===== src/rtl/pc_stack_ctrl_pkg.sv =====
// Shared definitions for the PC stack controller.
//   STACK_ADDR_W  : data-memory word-address width
//   STACK_SP_INIT : stack pointer after reset (stack grows downward)
//   STACK_WORDS   : words per stack frame (2, or 3 when FLAGS_SAVE_EN is defined)
//   state_t       : controller FSM states
//   rd_tag_t      : identifies which frame word a pending read returns
// Optional feature macro: FLAGS_SAVE_EN
package pc_stack_ctrl_pkg;

    localparam int STACK_ADDR_W = 20;
    localparam logic [STACK_ADDR_W-1:0] STACK_SP_INIT = 20'hFFFFF;

`ifdef FLAGS_SAVE_EN
    localparam int STACK_WORDS = 3;
`else
    localparam int STACK_WORDS = 2;
`endif

    typedef enum logic [2:0] {
        S_IDLE    = 3'd0,
        S_PUSH_FL = 3'd1,
        S_PUSH_HI = 3'd2,
        S_PUSH_LO = 3'd3,
        S_POP_LO  = 3'd4,
        S_POP_HI  = 3'd5,
        S_POP_FL  = 3'd6,
        S_POP_END = 3'd7
    } state_t;

    typedef enum logic [1:0] {
        TAG_NONE = 2'd0,
        TAG_LO   = 2'd1,
        TAG_HI   = 2'd2,
        TAG_FL   = 2'd3
    } rd_tag_t;

endpackage


===== src/rtl/pc_stack_ctrl_sp_reg.sv =====
// Stack pointer register with boundary compares.
// Ports:
//   clk       in   clock, rising edge
//   load_init in   load SP_INIT (used as the synchronous reset)
//   inc1/inc2 in   add 1 / add 2 (both together add 3)
//   dec1      in   subtract 1 (wins over increments)
//   sp        out  current stack pointer
//   sp_plus1/2 out precomputed pop read addresses
//   push_ok   out  a full frame fits below SP
//   pop_ok    out  a full frame exists above SP
module pc_stack_ctrl_sp_reg
    import pc_stack_ctrl_pkg::*;
#(
    parameter int                ADDR_W  = STACK_ADDR_W,
    parameter logic [ADDR_W-1:0] SP_INIT = STACK_SP_INIT
) (
    input  logic              clk,
    input  logic              load_init,
    input  logic              inc1,
    input  logic              inc2,
    input  logic              dec1,
    output logic [ADDR_W-1:0] sp,
    output logic [ADDR_W-1:0] sp_plus1,
    output logic [ADDR_W-1:0] sp_plus2,
    output logic              push_ok,
    output logic              pop_ok
);

    logic [ADDR_W-1:0] inc_amt;

    always_comb begin
        inc_amt  = ADDR_W'({inc2, inc1});
        sp_plus1 = sp + ADDR_W'(1);
        sp_plus2 = sp + ADDR_W'(2);
        // Push writes SP down to SP-(WORDS-1); pop reads up to SP+WORDS.
        push_ok  = (sp >= ADDR_W'(STACK_WORDS - 1));
        pop_ok   = (sp <= SP_INIT - ADDR_W'(STACK_WORDS));
    end

    always_ff @(posedge clk) begin
        if (load_init) begin
            sp <= SP_INIT;
        end else if (dec1) begin
            sp <= sp - ADDR_W'(1);
        end else begin
            sp <= sp + inc_amt;
        end
    end

endmodule


===== src/rtl/pc_stack_ctrl.sv =====
// Stack side of the fetch-stage PC restore path.
// CALL/INT pushes the return PC (high word first, at the higher address);
// RET/RTI reads it back and hands the halves to fetch.
// Ports:
//   clk, rst (sync, active-low)
//   push_req/pop_req  1-cycle requests, honoured only in IDLE (push wins)
//   ret_pc, flags_in  frame contents, sampled when a push is accepted
//   mem_*             data-memory port; combinational from state and SP
//   pop_pc_low_sig/pop_pc_high_sig/flags_restore/pop_data  restored words
//   stall, done, stack_err  status (registered)
// Optional feature macro: FLAGS_SAVE_EN (saves/restores flags as a third word).
//
// Handshake: a request is taken on the rising edge where it is high and
// the controller is IDLE; stall is high for every non-IDLE cycle and done
// marks the last one. Read data is registered, so each pop_* strobe shows
// in the cycle after its word comes back from memory.
module pc_stack_ctrl
    import pc_stack_ctrl_pkg::*;
#(
    parameter int                ADDR_W  = STACK_ADDR_W,
    parameter logic [ADDR_W-1:0] SP_INIT = STACK_SP_INIT
) (
    input  logic              clk,
    input  logic              rst,
    input  logic              push_req,
    input  logic              pop_req,
    input  logic [31:0]       ret_pc,
    input  logic [15:0]       flags_in,
    input  logic [15:0]       mem_rdata,
    output logic              mem_wr,
    output logic              mem_rd,
    output logic [ADDR_W-1:0] mem_addr,
    output logic [15:0]       mem_wdata,
    output logic              pop_pc_low_sig,
    output logic              pop_pc_high_sig,
    output logic [15:0]       pop_data,
    output logic              flags_restore,
    output logic              stall,
    output logic              done,
    output logic              stack_err
);

`ifdef FLAGS_SAVE_EN
    localparam state_t PUSH_FIRST   = S_PUSH_FL;
    localparam state_t POP_AFTER_HI = S_POP_FL;
    logic [15:0] flags_q;
`else
    localparam state_t PUSH_FIRST   = S_PUSH_HI;
    localparam state_t POP_AFTER_HI = S_POP_END;
    logic unused_flags;
    assign unused_flags  = ^flags_in;
    assign flags_restore = 1'b0;
`endif

    state_t      state, state_nx;
    rd_tag_t     tag_q, tag_nx;
    // abort_q: the boundary check failed, so the sequence runs its cycles
    // without touching memory or SP.
    logic        abort_q, abort_nx;
    logic        err_set;
    logic [31:0] pc_q;

    logic [ADDR_W-1:0] sp, sp_plus1, sp_plus2;
    logic              push_ok, pop_ok;
    logic              sp_inc1, sp_inc2, sp_dec1;

    pc_stack_ctrl_sp_reg #(.ADDR_W(ADDR_W), .SP_INIT(SP_INIT)) u_sp (
        .clk      (clk),
        .load_init(!rst),
        .inc1     (sp_inc1),
        .inc2     (sp_inc2),
        .dec1     (sp_dec1),
        .sp       (sp),
        .sp_plus1 (sp_plus1),
        .sp_plus2 (sp_plus2),
        .push_ok  (push_ok),
        .pop_ok   (pop_ok)
    );

    always_comb begin
        state_nx  = state;
        abort_nx  = abort_q;
        tag_nx    = TAG_NONE;
        err_set   = 1'b0;
        sp_inc1   = 1'b0;
        sp_inc2   = 1'b0;
        sp_dec1   = 1'b0;
        mem_wr    = 1'b0;
        mem_rd    = 1'b0;
        mem_addr  = '0;
        mem_wdata = 16'h0;
        case (state)
            S_IDLE: begin
                if (push_req) begin
                    state_nx = PUSH_FIRST;
                    abort_nx = !push_ok;
                    err_set  = !push_ok;
                end else if (pop_req) begin
                    state_nx = S_POP_LO;
                    abort_nx = !pop_ok;
                    err_set  = !pop_ok;
                end
            end
`ifdef FLAGS_SAVE_EN
            S_PUSH_FL: begin
                if (!abort_q) begin
                    mem_wr    = 1'b1;
                    mem_addr  = sp;
                    mem_wdata = flags_q;
                    sp_dec1   = 1'b1;
                end
                state_nx = S_PUSH_HI;
            end
            S_POP_FL: begin
                if (!abort_q) begin
                    mem_rd   = 1'b1;
                    mem_addr = sp + ADDR_W'(3);
                    tag_nx   = TAG_FL;
                end
                state_nx = S_POP_END;
            end
`endif
            S_PUSH_HI: begin
                if (!abort_q) begin
                    mem_wr    = 1'b1;
                    mem_addr  = sp;
                    mem_wdata = pc_q[31:16];
                    sp_dec1   = 1'b1;
                end
                state_nx = S_PUSH_LO;
            end
            S_PUSH_LO: begin
                if (!abort_q) begin
                    mem_wr    = 1'b1;
                    mem_addr  = sp;
                    mem_wdata = pc_q[15:0];
                    sp_dec1   = 1'b1;
                end
                state_nx = S_IDLE;
            end
            S_POP_LO: begin
                if (!abort_q) begin
                    mem_rd   = 1'b1;
                    mem_addr = sp_plus1;
                    tag_nx   = TAG_LO;
                end
                state_nx = S_POP_HI;
            end
            S_POP_HI: begin
                if (!abort_q) begin
                    mem_rd   = 1'b1;
                    mem_addr = sp_plus2;
                    tag_nx   = TAG_HI;
                end
                state_nx = POP_AFTER_HI;
            end
            S_POP_END: begin
                // Release the whole frame at once; reads above used the old SP.
                if (!abort_q) begin
                    sp_inc2 = 1'b1;
                    sp_inc1 = (STACK_WORDS == 3);
                end
                state_nx = S_IDLE;
            end
            default: state_nx = S_IDLE;
        endcase
    end

    always_ff @(posedge clk) begin
        if (!rst) begin
            state           <= S_IDLE;
            tag_q           <= TAG_NONE;
            abort_q         <= 1'b0;
            pc_q            <= 32'h0;
            stall           <= 1'b0;
            done            <= 1'b0;
            pop_pc_low_sig  <= 1'b0;
            pop_pc_high_sig <= 1'b0;
            pop_data        <= 16'h0;
            stack_err       <= 1'b0;
`ifdef FLAGS_SAVE_EN
            flags_q         <= 16'h0;
            flags_restore   <= 1'b0;
`endif
        end else begin
            state           <= state_nx;
            tag_q           <= tag_nx;
            abort_q         <= abort_nx;
            if (state == S_IDLE && push_req) begin
                pc_q <= ret_pc;
`ifdef FLAGS_SAVE_EN
                flags_q <= flags_in;
`endif
            end
            // Lookahead on next state keeps stall/done aligned with the state.
            stall           <= (state_nx != S_IDLE);
            done            <= (state_nx == S_PUSH_LO) || (state_nx == S_POP_END);
            // tag_q says which word mem_rdata carries this cycle.
            pop_pc_low_sig  <= (tag_q == TAG_LO);
            pop_pc_high_sig <= (tag_q == TAG_HI);
            pop_data        <= (tag_q == TAG_NONE) ? 16'h0 : mem_rdata;
`ifdef FLAGS_SAVE_EN
            flags_restore   <= (tag_q == TAG_FL);
`endif
            if (err_set) begin
                stack_err <= 1'b1;
            end
        end
    end

endmodule


===== config.mk =====
export PLATFORM = sky130hd
export DESIGN_NAME = pc_stack_ctrl
export DESIGN_NICKNAME = d
export VERILOG_FILES = /design/src/rtl/pc_stack_ctrl_pkg.sv /design/src/rtl/pc_stack_ctrl_sp_reg.sv /design/src/rtl/pc_stack_ctrl.sv
export SDC_FILE = /design/constraint.sdc
export NUM_CORES = 1
export LEC_CHECK = 0
export ABC_AREA = 1
export BUFFER_PORTS_ARGS = -buffer_cell sky130_fd_sc_hd__buf_2
export CAP_MARGIN = 20
export CORE_MARGIN = 3
export CORE_UTILIZATION = 25
export CTS_CLUSTER_SIZE = 40
export DETAILED_ROUTE_END_ITERATION = 8
export PLACE_DENSITY = 0.41
export SYNTH_ARGS = -nofsm -noshare
export SYNTH_HDL_FRONTEND = slang
export SYNTH_SLANG_ARGS = --single-unit

===== constraint.sdc =====
create_clock -name clk -period 2.2 [get_ports clk]
set_input_delay 0.33 -clock clk [delete_from_list [all_inputs] [get_ports clk]]
set_output_delay 0.33 -clock clk [all_outputs]
set_load 0.02 [all_outputs]

Yosys cells after proc, flatten, opt, wreduce, memory -nomap -nowiden --
Index checks and enable logic that the tools add are counted.
Storage, ports and cells: output and inout bits 60, input port bits 68, logic and storage cells 62, register bits 79
Operators by class: order comparisons 2, add/subtract/negate cells 4, muxes and demuxes 23, bitwise operators 1, reduce and logical (&&, ||, !) cells 12, equality and inequality tests 9
Operators with widths (number):
- 2-to-1 mux 20 bit | 4
- case mux 20 bit (3 select lines) | 1
- 2-to-1 mux 16 bit | 2
- case mux 16 bit (2 select lines) | 1
- adder 20 x 1 -> 20 bit, second input constant | 1
- adder 20 x 2 -> 20 bit | 1
- adder 20 x 2 -> 20 bit, second input constant | 1
- >= comparator 20 x 1 -> 1 bit, second input constant | 1
- <= comparator 20 bit, second input constant | 1
- subtractor 20 x 1 -> 20 bit, second input constant | 1
- == test 3 bit, second input constant | 4
- case mux 3 bit (4 select lines) | 1
- 2-to-1 mux 1 bit | 10
- == test 3 x 2 -> 1 bit, second input constant | 3
- 2-to-1 mux 3 bit | 2
- OR reduction 2 bit | 3
- case mux 2 bit (2 select lines) | 1
- logical NOT 3 bit | 1
- nonzero test 3 bit | 1
- == test 2 x 1 -> 1 bit, second input constant | 1
- == test 2 bit, second input constant | 1
- logical NOT 1 bit | 2
- logical NOT 2 bit | 1
- 2-to-1 mux 2 bit | 1
- 5 further kinds | 5

Longest topological paths before layout --
word-level depth 5, mapped depth 12, gate-level depth less buffers 12

Hierarchy --
Synthesis repeated with hierarchy kept, for this count alone.
Unflattened totals: cells, all modules 975, area, all modules 5615.4 µm²
Modules (own cells, without submodules):
- pc_stack_ctrl | seq. area each 1181.1 µm², instances 1, cells each 618, area each 3437.0 µm²
- pc_stack_ctrl_sp_reg | seq. area each 400.4 µm², instances 1, cells each 357, area each 2178.3 µm²

Worst setup path after synthesis --
OpenSTA, ideal clock, no wires.
path type register to output, from reg state[2], to out mem_addr[0], required time 1.870 ns, path buffers 1, stages on the path, launching flop included 8, arrival time 1.639 ns, slack 0.231 ns, cell sequence dfxtp_1 -> inv_1 -> ha_1 -> nand2_2 -> inv_2 -> buf_2 -> nor2_1 -> a221oi_1
Between the ends: longest elaborated chain between the ends 3, elaborated cells between the ends (all ways) 6, those cells by class eq/ne (4); mux (1); reduce/logical (1)
RTL lines:
- start: declaration | RTL line pc_stack_ctrl.sv:55 | state_t state, state_nx;
- start signal: assignment | RTL line pc_stack_ctrl.sv:186 | state <= state_nx;
- == test 3 x 2 -> 1 bit | RTL line pc_stack_ctrl.sv:92 | case (state)
- OR reduction 2 bit (no line)
- case mux 20 bit (3 select lines) (*) | RTL line pc_stack_ctrl.sv:92
- end: declaration | RTL line pc_stack_ctrl.sv:32 | output logic [ADDR_W-1:0] mem_addr,
Every way passes the cells marked *; elsewhere a longest branch is shown, timed or not.

Final worst setup path --
Ends and elaborated chain as after synthesis.

==> results.toml <==
[place]
place.gp.congestion = 0.857
io_buffers = 110
dpl_cell_area_sq_um = 5540
place_hpwl_mm = 12.2
pre_cts_ws_ps = 150

[sta]
finClkSkew_ps = 6.30
clock.fmax_ghz = 0.464
fin_ws_ps = 42.9
rsz0062_at_grt = "true"
max_slew_margin = 0.579
finalHoldViolations = 0
fin_crit_ps = 2160
slew_viol_final = 0
worstMarginPinSlew_ps = 627
tns_ps = 0
setup_violations = 0
fin_crit_sh = 0.981

[synthesis]
syn_area_sq_um = 4610
synth-seq-cells = 79
synth_top_family_by_area = "simple AND/OR/NAND/NOR gates"
ys_warn_count = 0
synth_mux_area_frac = 0
syn_nets = 822
yosys.area_share.simple = 0.358
yosysSeqAreaShare = 0.343
postSynthCellCount = 744
synth_fa_ha_area_frac = 0.0272
avgSynthCellArea_sq_um = 6.19
synth_cell_types = 38
synth_compound_gate_area_share = 0.164
synth_xor_area_frac = 0.00570

[worst_setup_path]
reg2reg_slack_ps = 230
crit_required_ps = 1870
rr_worst_depth = 10
worstSetupEndpointType = "output port"
regToRegEndpoint = "u_sp.sp[10]$_SDFF_PN1_"
cp.arrival_ps = 1830
r2r-start = "state[0]$_SDFF_PN0_"
start_kind = "flop"
critPathKind = "reg2out"
path_max_fanout = 7
crit_start = "state[2]$_SDFF_PN0_"

[min_path]
min_path_cells = 3
worstHoldStart = "mem_rdata[10]"
whs_endpoint = "pop_data[10]$_SDFF_PP0_"
hp-class = "in2reg"

[clock_tree]
cts_sinks = 79
hold_buffers = 0
cts_tree = "yes"
clk_pin_slew_ps = 70
cts_buffers = 9
clockBufferDepth = 2
htree_levels = 3
cts-root-buf = "clkbuf_16"
clk_latency_ps = 340

[global_routing]
grt.overflow.total = 0
grt_use_total = 0.163
grt_max_degree = 48
grt_pass1_vias = 4927
antenna_found_initial = 0
grt_pass1_wl_mm = 26.1

[drt]
wirelength_mm = 16.5
wl_per_cell_um = 14.7
drc = 0
first_pass_iters = 4
drt_iter0_markers = 198
routed_via_density = 4.54
vias = 5097
drt.antenna.violating_nets = 0

[run_status]
status = "finished, final reports clean"

[power]
power_density_nw_per_um2 = 816
leakage_nw = 3.21
vdd_drop_max_mv = 0.415
totalPowerFinal_mw = 5.30

[layout]
final_cell_mix = "150 x nand2_1, 134 x nor2_1, 91 x buf_2"
seq_area_sq_um = 1630
final_common_cell = "nand2_1"
drive_gt1_frac = 0.311
n_fill_cell = 2052
fin_nets = 966
syn2layout_area_growth_pct = 41.0
multi_input_area_sq_um = 2850
utilization = 0.360
stdcell_area_sq_um = 6490

[floorplanning]
io_pins = 128
core_area_sq_um = 18000
die_w_um = 142
start_util = 0.256
die_h_um = 142
rows = 49
die_area_sq_um = 20100

[run]
maxCapViolations = 0
[layout make-up]
cell class                 instances  share of cell area
multi-input combinational        551               0.439
sequential                        79               0.251
timing repair buffer             164               0.173
inverter                          83              0.0507
tap                              229              0.0441
clock buffer                       9              0.0347
clock inverter                     6             0.00694
antenna                            1            0.000385
[power by group]
part / switching [mW] / internal [mW]
registers: 0.132 / 1.59
clock network: 0.650 / 0.764
logic: 1.34 / 0.823
[registers in the layout, summed over array words and instances (netlist names)]
register / flops
abort_q: 1
done: 1
pc_q: 32
pop_data: 16
pop_pc_high_sig: 1
pop_pc_low_sig: 1
stack_err: 1
stall: 1
state: 3
tag_q: 2
u_sp.sp: 20
[layer usage]
metal / GRT usage / routed length, um
met2: 0.268 / 7860
met1: 0.207 / 7470
met3: 0.0391 / 897
met4: 0.0601 / 320
met5: 0 / 0
[stage by stage]
step	hold slack, ps	std cells
after floorplan	411	744
after global placement	439	1084
after detailed placement	437	1084
after CTS	181	1104
after global routing	190	1121
final	195	1122
[timing repair]
| item | in CTS | in global routing |
|---|---|---|
| cloned | 0 | 1 |
| pin swaps | 5 | 28 |
| setup endpoints to repair | 20 | 24 |
| resized for setup | 50 | 112 |
| buffers inserted | 5 | 16 |
[cell families (layout without fill, tap and decap cells)]
family	after synthesis	count (layout)
flip-flops	79	79
AO/OA/AOI/OAI	143	143
AND/OR/NAND/NOR	394	394
other	1	2
buffers and inverters	114	262
adder cells (fa/ha/maj)	10	10
XOR/XNOR	3	3
[Yosys cell counts]
master | count | share of area
conb_1 | 1 | 0.00081
a31oi_1 | 3 | 0.0041
nor3_1 | 5 | 0.0054
clkbuf_1 | 14 | 0.011
nor3b_1 | 1 | 0.0016
o22ai_1 | 1 | 0.0014
inv_1 | 76 | 0.062
o21ai_1 | 7 | 0.0076
a221oi_1 | 1 | 0.0019
nor2_1 | 147 | 0.12
clkinv_1 | 1 | 0.00081
buf_4 | 5 | 0.0082
nor2_2 | 6 | 0.0082
nand3_1 | 48 | 0.052
o21ai_0 | 72 | 0.078
nand2_1 | 164 | 0.13
nand4_1 | 7 | 0.0095
buf_2 | 9 | 0.0098
a21oi_1 | 47 | 0.051
nor2_4 | 3 | 0.0073
o21a_1 | 2 | 0.0033
buf_1 | 2 | 0.0016
nand3_2 | 2 | 0.0043
o211ai_1 | 8 | 0.013
a21o_1 | 1 | 0.0016
or2_2 | 3 | 0.0041
inv_2 | 6 | 0.0049
xor2_1 | 3 | 0.0057
ha_1 | 10 | 0.027
dfxtp_1 | 79 | 0.34
and3_1 | 1 | 0.0014
o21bai_1 | 1 | 0.0016
or2_0 | 1 | 0.0014
and2_1 | 1 | 0.0014
nand2_2 | 3 | 0.0041
buf_6 | 1 | 0.0024
nor3_2 | 1 | 0.0022
nand3b_1 | 1 | 0.0016
[worst max-delay path by stage]
stage / end / slack [ps] / depth (start not counted)
5_1_grt: mem_addr[17] / -90 / 10
4_1_cts: mem_addr[11] / -10 / 9
3_5_place_dp: mem_addr[0] / 150 / 9
6_report: mem_addr[0] / 40 / 9
3_3_place_gp: u_sp.sp[19]$_SDFF_PN1_ / 170 / 12
2_1_floorplan: mem_addr[0] / 230 / 7
[worst max-delay path, cell delays in order, from the launching register on]
cell and delay, ps:
dfxtp_2 320, buf_6 130, inv_2 80, ha_4 160
nand2_8 80, inv_6 80, buf_8 100, nor2_1 50
a221oi_2 280, buf_4 190
No activity file was read; power rests on OpenSTA's default activity.
